$ cat src/rtl/evaluador_banderas.sv
// evaluador_banderas: flag status register and branch-condition evaluator.
// Captures the ALU flags (N Z C V in bits 3..0) and evaluates a 4-bit
// condition code against them, with a one-cycle registered result.
// Evaluation looks at the flag value being written this cycle (bypass), so
// a compare followed by a same-cycle branch sees the fresh flags.
// Optional feature: define FLAG_STACK_EN to build the 4-deep flag stack used
// for interrupt entry/exit. Without it, push/pop are ignored and the stack
// status outputs are tied to "empty, no error".
module evaluador_banderas (
   input  logic       clk,
   input  logic       rst_n,
   input  logic [3:0] Banderas_ALU,
   input  logic       actualizar,
   input  logic       escribir_directo,
   input  logic [3:0] dato_banderas,
   input  logic       evaluar,
   input  logic [3:0] cond,
   input  logic       push,
   input  logic       pop,
   output logic [3:0] banderas,
   output logic       salto_valido,
   output logic       salto_tomar,
   output logic [2:0] profundidad,
   output logic       pila_llena,
   output logic       pila_vacia,
   output logic       error_pila
);

   logic [3:0] flags_q, flags_d;
   logic       valido_q, valido_d;
   logic       tomar_q, tomar_d;
   logic       pop_ok;
   logic [3:0] dato_pop;

   // Condition table; bits of f are {N, Z, C, V}.
   function automatic logic cumple(input logic [3:0] c, input logic [3:0] f);
      logic n, z, cy, v;
      logic r;
      n  = f[3];
      z  = f[2];
      cy = f[1];
      v  = f[0];
      r  = 1'b0;
      case (c)
         4'h0: r = z;
         4'h1: r = ~z;
         4'h2: r = cy;
         4'h3: r = ~cy;
         4'h4: r = n;
         4'h5: r = ~n;
         4'h6: r = v;
         4'h7: r = ~v;
         4'h8: r = cy & ~z;
         4'h9: r = ~cy | z;
         4'hA: r = (n == v);
         4'hB: r = (n != v);
         4'hC: r = ~z & (n == v);
         4'hD: r = z | (n != v);
         4'hE: r = 1'b1;
         default: r = 1'b0;
      endcase
      return r;
   endfunction

`ifdef FLAG_STACK_EN
   logic [3:0] pila_q [4];
   logic [2:0] prof_q, prof_d;
   logic       err_q, err_d;
   logic       push_ok;
   logic [1:0] idx_tope;

   // Entry just below the write pointer; only read when occupancy is 1..4.
   assign idx_tope = prof_q[1:0] - 2'd1;
   assign dato_pop = pila_q[idx_tope];

   // Stack legality: simultaneous push/pop, push when full and pop when
   // empty are all rejected and reported.
   always_comb begin
      push_ok = 1'b0;
      pop_ok  = 1'b0;
      err_d   = 1'b0;
      prof_d  = prof_q;
      if (push && pop) begin
         err_d = 1'b1;
      end else if (push) begin
         if (prof_q == 3'd4) begin
            err_d = 1'b1;
         end else begin
            push_ok = 1'b1;
            prof_d  = prof_q + 3'd1;
         end
      end else if (pop) begin
         if (prof_q == 3'd0) begin
            err_d = 1'b1;
         end else begin
            pop_ok = 1'b1;
            prof_d = prof_q - 3'd1;
         end
      end
   end

   // Stack storage and occupancy; a push saves the pre-update flag value.
   always_ff @(posedge clk or negedge rst_n) begin
      if (!rst_n) begin
         for (int i = 0; i < 4; i++) begin
            pila_q[i] <= 4'd0;
         end
         prof_q <= 3'd0;
         err_q  <= 1'b0;
      end else begin
         if (push_ok) begin
            pila_q[prof_q[1:0]] <= flags_q;
         end
         prof_q <= prof_d;
         err_q  <= err_d;
      end
   end

   assign profundidad = prof_q;
   assign pila_llena  = (prof_q == 3'd4);
   assign pila_vacia  = (prof_q == 3'd0);
   assign error_pila  = err_q;
`else
   logic unused_pila;

   assign unused_pila = push ^ pop;
   assign pop_ok      = 1'b0;
   assign dato_pop    = 4'd0;
   assign profundidad = 3'd0;
   assign pila_llena  = 1'b0;
   assign pila_vacia  = 1'b1;
   assign error_pila  = 1'b0;
`endif

   // Flag next state: restore from stack beats software write beats ALU.
   always_comb begin
      flags_d = flags_q;
      if (pop_ok) begin
         flags_d = dato_pop;
      end else if (escribir_directo) begin
         flags_d = dato_banderas;
      end else if (actualizar) begin
         flags_d = Banderas_ALU;
      end
   end

   // Evaluation against the bypassed next-state flags.
   always_comb begin
      valido_d = evaluar;
      tomar_d  = evaluar & cumple(cond, flags_d);
   end

   // Flag register and the one-cycle evaluation result.
   always_ff @(posedge clk or negedge rst_n) begin
      if (!rst_n) begin
         flags_q  <= 4'd0;
         valido_q <= 1'b0;
         tomar_q  <= 1'b0;
      end else begin
         flags_q  <= flags_d;
         valido_q <= valido_d;
         tomar_q  <= tomar_d;
      end
   end

   assign banderas     = flags_q;
   assign salto_valido = valido_q;
   assign salto_tomar  = tomar_q;

endmodule

$ cat config.mk
export PLATFORM = sky130hd
export DESIGN_NAME = evaluador_banderas
export DESIGN_NICKNAME = d
export VERILOG_FILES = /design/src/rtl/evaluador_banderas.sv
export SDC_FILE = /design/constraint.sdc
export NUM_CORES = 1
export LEC_CHECK = 0
export BUFFER_PORTS_ARGS = -buffer_cell sky130_fd_sc_hd__buf_2
export CAP_MARGIN = 15
export CORE_MARGIN = 2
export CORE_UTILIZATION = 35
export CTS_BUF_LIST = sky130_fd_sc_hd__clkbuf_4 sky130_fd_sc_hd__clkbuf_8
export CTS_CLUSTER_DIAMETER = 80
export DETAILED_ROUTE_END_ITERATION = 10
export GPL_TIMING_DRIVEN = 1
export MAX_ROUTING_LAYER = met4
export PLACE_DENSITY = 0.79
export SLEW_MARGIN = 20
export SYNTH_ARGS = -nofsm -noshare
export SYNTH_HDL_FRONTEND = slang
export SYNTH_SLANG_ARGS = --single-unit
$ cat constraint.sdc
create_clock -name clk -period 1.3 [get_ports clk]
set_input_delay 0.13 -clock clk [delete_from_list [all_inputs] [get_ports clk]]
set_output_delay 0.13 -clock clk [all_outputs]
set_load 0.05 [all_outputs]
[Yosys cells after proc, flatten, opt, wreduce, memory -nomap -nowiden]
Index checks and enable logic that the tools add are counted.
Word-level totals
  flip-flop bits (word level): 6
  bits in latches: 0
  memory bits (writable): 0
  bits in read-only memories: 0
  bits of input ports: 19
  output and inout port bits: 12
  word-level logic and storage cells: 32
  memories kept: 0
Cells by class
  add/subtract/negate cells: 0
  multiply operators: 0
  div/mod/pow operators: 0
  $lt $le $gt $ge: 0
  equality and inequality tests: 16
  shift-type cells: 0
  multiplexer cells: 3
  bitwise gates (word level): 9
  reductions and logical operators: 1
Operators by type and width (number)
  4-bit == test (second input constant): 7
  4-bit by 3-bit == test with 1-bit output (second input constant): 4
  1-bit case mux with 15 select lines: 1
  4-bit by 2-bit == test with 1-bit output (second input constant): 2
  4-bit two-way mux: 2
  4-bit by 1-bit == test with 1-bit output (second input constant): 1
  4-bit logical NOT: 1
  1-bit inverter: 4
  1-bit AND: 3
  1-bit OR: 2
  1-bit == test: 1
  1-bit inequality test: 1

[Depth between registers and ports, before layout]
  word-level depth: 6
  depth in mapped cells: 7
  gate-level depth less buffers: 6

[Worst setup path before layout]
Ideal clock, no wire load.
  path kind: reg2reg
  from: register flags_q[3], in the netlist banderas[3]
  to: register tomar_q, in the netlist salto_tomar
  library setup time: 67 ps
  arrival time: 1599 ps
  required time: 1233 ps
  path slack: -365 ps
  cell stages (with the launch flop): 7
  path buffers: 0
  clock period less this slack: 1665 ps
  cells stage by stage: dfrtp_1 mux2i_1 a21oi_2 xnor2_1 a21oi_1 a211o_1 nand3_2
On the way
  cells in the longest elaborated chain, start to end: 6
  elaborated cells on any way between the ends: 9
  classes of those cells: eq/ne (2); mux (3); bitwise (4)
Ends and longest elaborated chain
  start, declared: line 29  | logic [3:0] flags_q, flags_d;
  start signal, assigned: line 160  | flags_q <= flags_d;
  4-bit two-way mux *: line 142  | end else if (actualizar) begin
  4-bit two-way mux *: line 140  | end else if (escribir_directo) begin
  named net flags_d[3]: line 29
  1-bit inequality test / 1-bit == test (equally long branches)
  1-bit OR / 1-bit AND (equally long branches): line 58, 57
  1-bit case mux with 15 select lines *: line 44  | case (c)
  1-bit AND *: line 150  | tomar_d = evaluar & cumple(cond, flags_d);
  named net tomar_d: line 31  | logic tomar_q, tomar_d;
  end signal, assigned: line 162  | tomar_q <= tomar_d;
  end, declared: line 31
Mark *: on every way through the listed nets, which the timed path passes. The rest lies on a longest branch.

[Worst setup path in the final report]
Ends and elaborated chain as after synthesis.

==> impl_metrics.py <==
metrics = {
    "yosys": {
        "ys.flop_type": "dfrtp_1",
        "synth_edf_count": 0,
        "ys_seq_elements": 6,
        "synthCells": 59,
        "synth-async-reset-ratio_pct": 100,
        "avgSynthCellArea_um2": 8.76,
        "yosysWarningCount": 0,
        "seq_area_frac_synth_pct": 29.1,
        "synth_area_um2": 517,
        "synth.distinct_cells": 29,
    },
    "timing": {
        "min_period_ps": 1430,
        "hold_viol_final": 0,
        "timing.fmax_ghz": 0.698,
        "skew_ps": 1.20,
        "fin_crit_sh_pct": 110,
        "finalMaxSlewViolations": 0,
        "fin_ws_ps": -132,
        "rsz0062_at_grt": "true",
        "whs_ps": 26.8,
        "setup_viol": 1,
    },
    "worst_setup_path": {
        "critPathBufInv": 0,
        "cp.arrival_ps": 1610,
        "cp.required_ps": 1480,
        "cpPeakStageDelay_ps": 390,
        "cp-end-kind": "register",
        "crit_chain": "mux2i_1 -> a21oi_2 -> xnor2_2 -> nand3_1 -> a211o_1 -> nand3_2",
        "crit_type": "reg -> reg",
        "crit_family": "compound AO/OA/AOI/OAI gates",
        "crit_fanout": 4,
        "slowest_stage": "dfrtp_2",
        "start_kind": "register",
    },
    "grt": {
        "grt_max_degree": 13,
        "antenna_found_initial": 0,
        "grt_pass1_wl_um": 2090,
        "grt_usage_pct": 15.9,
        "grt_pass1_vias": 500,
        "grt-ovfl-total": 0,
    },
    "place": {
        "hpwl_um": 934,
        "gp_congestion": 0.849,
        "port_buffers": 22,
    },
    "job": {
        "drv_cap": 0,
    },
    "clocking": {
        "postCtsSetupRepairBufs": 0,
        "numClockSinks": 6,
        "clkLatencyLatePin_ps": 240,
        "cts_made_buffers": 3,
        "clockBufferDepth": 2,
        "cts_tree": "built",
        "cts_htree_levels": 1,
        "clk_pin_slew_ps": 40,
        "cts-root-buf": "clkbuf_4",
    },
    "power_and_ir_drop": {
        "finalPower_uw": 666,
        "power_density_nw_per_um2": 974,
        "p_leak_nw": 0.333,
        "max-vdd-ir-drop_mv": 0.372,
    },
    "floorplanning": {
        "start_util_pct": 38.7,
        "die_h_um": 42.4,
        "ios": 31,
        "design.die.area_um2": 1800,
        "row_count": 13,
        "fp.dieW_um": 42.4,
        "core_area_um2": 1330,
    },
    "layout": {
        "synthToLayoutAreaGrowth_pct": 32.2,
        "drive_above_1_share_pct": 48.2,
        "nets": 104,
        "diodes": 0,
    },
    "worst_hold_path": {
        "hold_class": "in -> reg",
    },
    "drt": {
        "ant_nets": 0,
        "vias": 510,
        "drc": 0,
        "drt-total-wl_um": 1220,
        "dr.first_iter.drc_count": 16,
        "via_per_inst": 5.20,
        "dr.pass1.iters": 4,
        "routedWlPerCell_um": 12.4,
    },
    "outcome": {
        "violations": "negative setup slack",
        "status": "complete, but fails checks",
    },
}
[cell families after synthesis]
family / Yosys count / share of synthesized area [%]
other cells: 2 / 1.45
xor+xnor: 1 / 1.70
flops: 6 / 29.1
compound gates: 15 / 21.3
mux: 6 / 12.3
simple gates: 18 / 20.3
buf+inv: 11 / 13.8
[through the flow]
stage / cell area, um2 / setup TNS [ps] / util (%) / worst slack (ps) / cells
floorplan: 537 / -200 / - / -200 / 63
global placement: 624 / -147 / 46.8 / -147 / 94
detailed placement: 624 / -176 / 46.8 / -176 / 94
CTS: 683 / -97.2 / 51.2 / -97.2 / 98
global route: 683 / -189 / 51.2 / -189 / 98
finish: 683 / -132 / 51.2 / -132 / 98
[final cells by class]
type                            instances  area (um2)
Sequential cell                         6         155
Timing Repair Buffer                   26         143
Inverter                                2        7.51
Multi-Input combinational cell         46         337
Fill cell                             128         651
Clock buffer                            3        22.5
Tap cell                               15        18.8
[cells in the mapped netlist, types with 2 or more instances]
library cell | instances | area, um2
buf_4 | 6 | 45.0
dfrtp_1 | 6 | 150
mux2i_1 | 5 | 50.1
nand2_1 | 5 | 18.8
nor2b_1 | 4 | 25.0
a21oi_2 | 3 | 26.3
o21ai_0 | 3 | 15.0
a211o_1 | 2 | 17.5
clkbuf_1 | 2 | 7.51
conb_1 | 2 | 7.51
inv_1 | 2 | 7.51
nor2_1 | 2 | 7.51
[sequential cells by signal (all words and copies together), names as in the netlist]
register / count
banderas: 4
salto_tomar: 1
salto_valido: 1
[power by group]
group	switching, mW	internal, mW	total (mW)	leakage, nW
Sequential	0.00821	0.206	0.215	0.0668
Combinational	0.192	0.0930	0.285	0.253
Clock	0.0620	0.104	0.166	0.0138
[routing by layer]
metal / vias up / global-route usage, % / part of all wire, %
li1: 245 / - / -
met1: 236 / 17.5 / 41
met2: 25 / 24.0 / 48
met3: 4 / 4.31 / 8.3
met4: 0 / 12.5 / 2.5
met5: - / - / 0
[final timing paths]
check / slack [ps] / startpoint / depth (start not counted) / end
min in group asynchronous: 260 / rst_n / 2 / salto_valido
worst max-delay path: -130 / banderas[3] / 6 / salto_tomar
worst max register to register: -130 / banderas[3] / 6 / salto_tomar
worst min register to register: 710 / banderas[3] / 2 / banderas[3]
worst min-delay path: 30 / evaluar / 1 / salto_valido
max in group asynchronous: 890 / rst_n / 2 / banderas[3]
[layout by cell type, fill, tap and decap left out]
| master | instances |
|---|---|
| mux2i_4 | 1 |
| a211o_1 | 2 |
| a2bb2oi_2 | 1 |
| nand4_1 | 1 |
| o211a_1 | 1 |
| dfrtp_1 | 2 |
| dfrtp_2 | 4 |
| o21ai_2 | 1 |
| a31oi_1 | 1 |
| a21oi_2 | 3 |
| conb_1 | 6 |
| clkbuf_4 | 3 |
| inv_1 | 2 |
| nand3_1 | 1 |
| a211oi_1 | 1 |
| mux2i_1 | 5 |
| o21ai_0 | 3 |
| buf_4 | 3 |
| nand4b_1 | 1 |
| or3_1 | 1 |
| a21oi_1 | 1 |
| o2bb2ai_1 | 1 |
| xnor2_2 | 1 |
| nor3_1 | 1 |
| nand3_2 | 1 |
| nor2b_1 | 4 |
| buf_2 | 22 |
| nand2_1 | 5 |
| dlygate4sd3_1 | 1 |
| nor2_1 | 2 |
| and4bb_1 | 1 |
[repair_timing]
| action | 4_1_cts | 5_1_grt |
|---|---|---|
| hold buffers | 1 | 0 |
| pin swaps | 2 | 3 |
| endpoints found under the setup margin | 1 | 1 |
| hold endpoints to repair | 6 | 0 |
| gates resized for setup | 4 | 0 |
No activity file was read; power rests on OpenSTA's default activity.
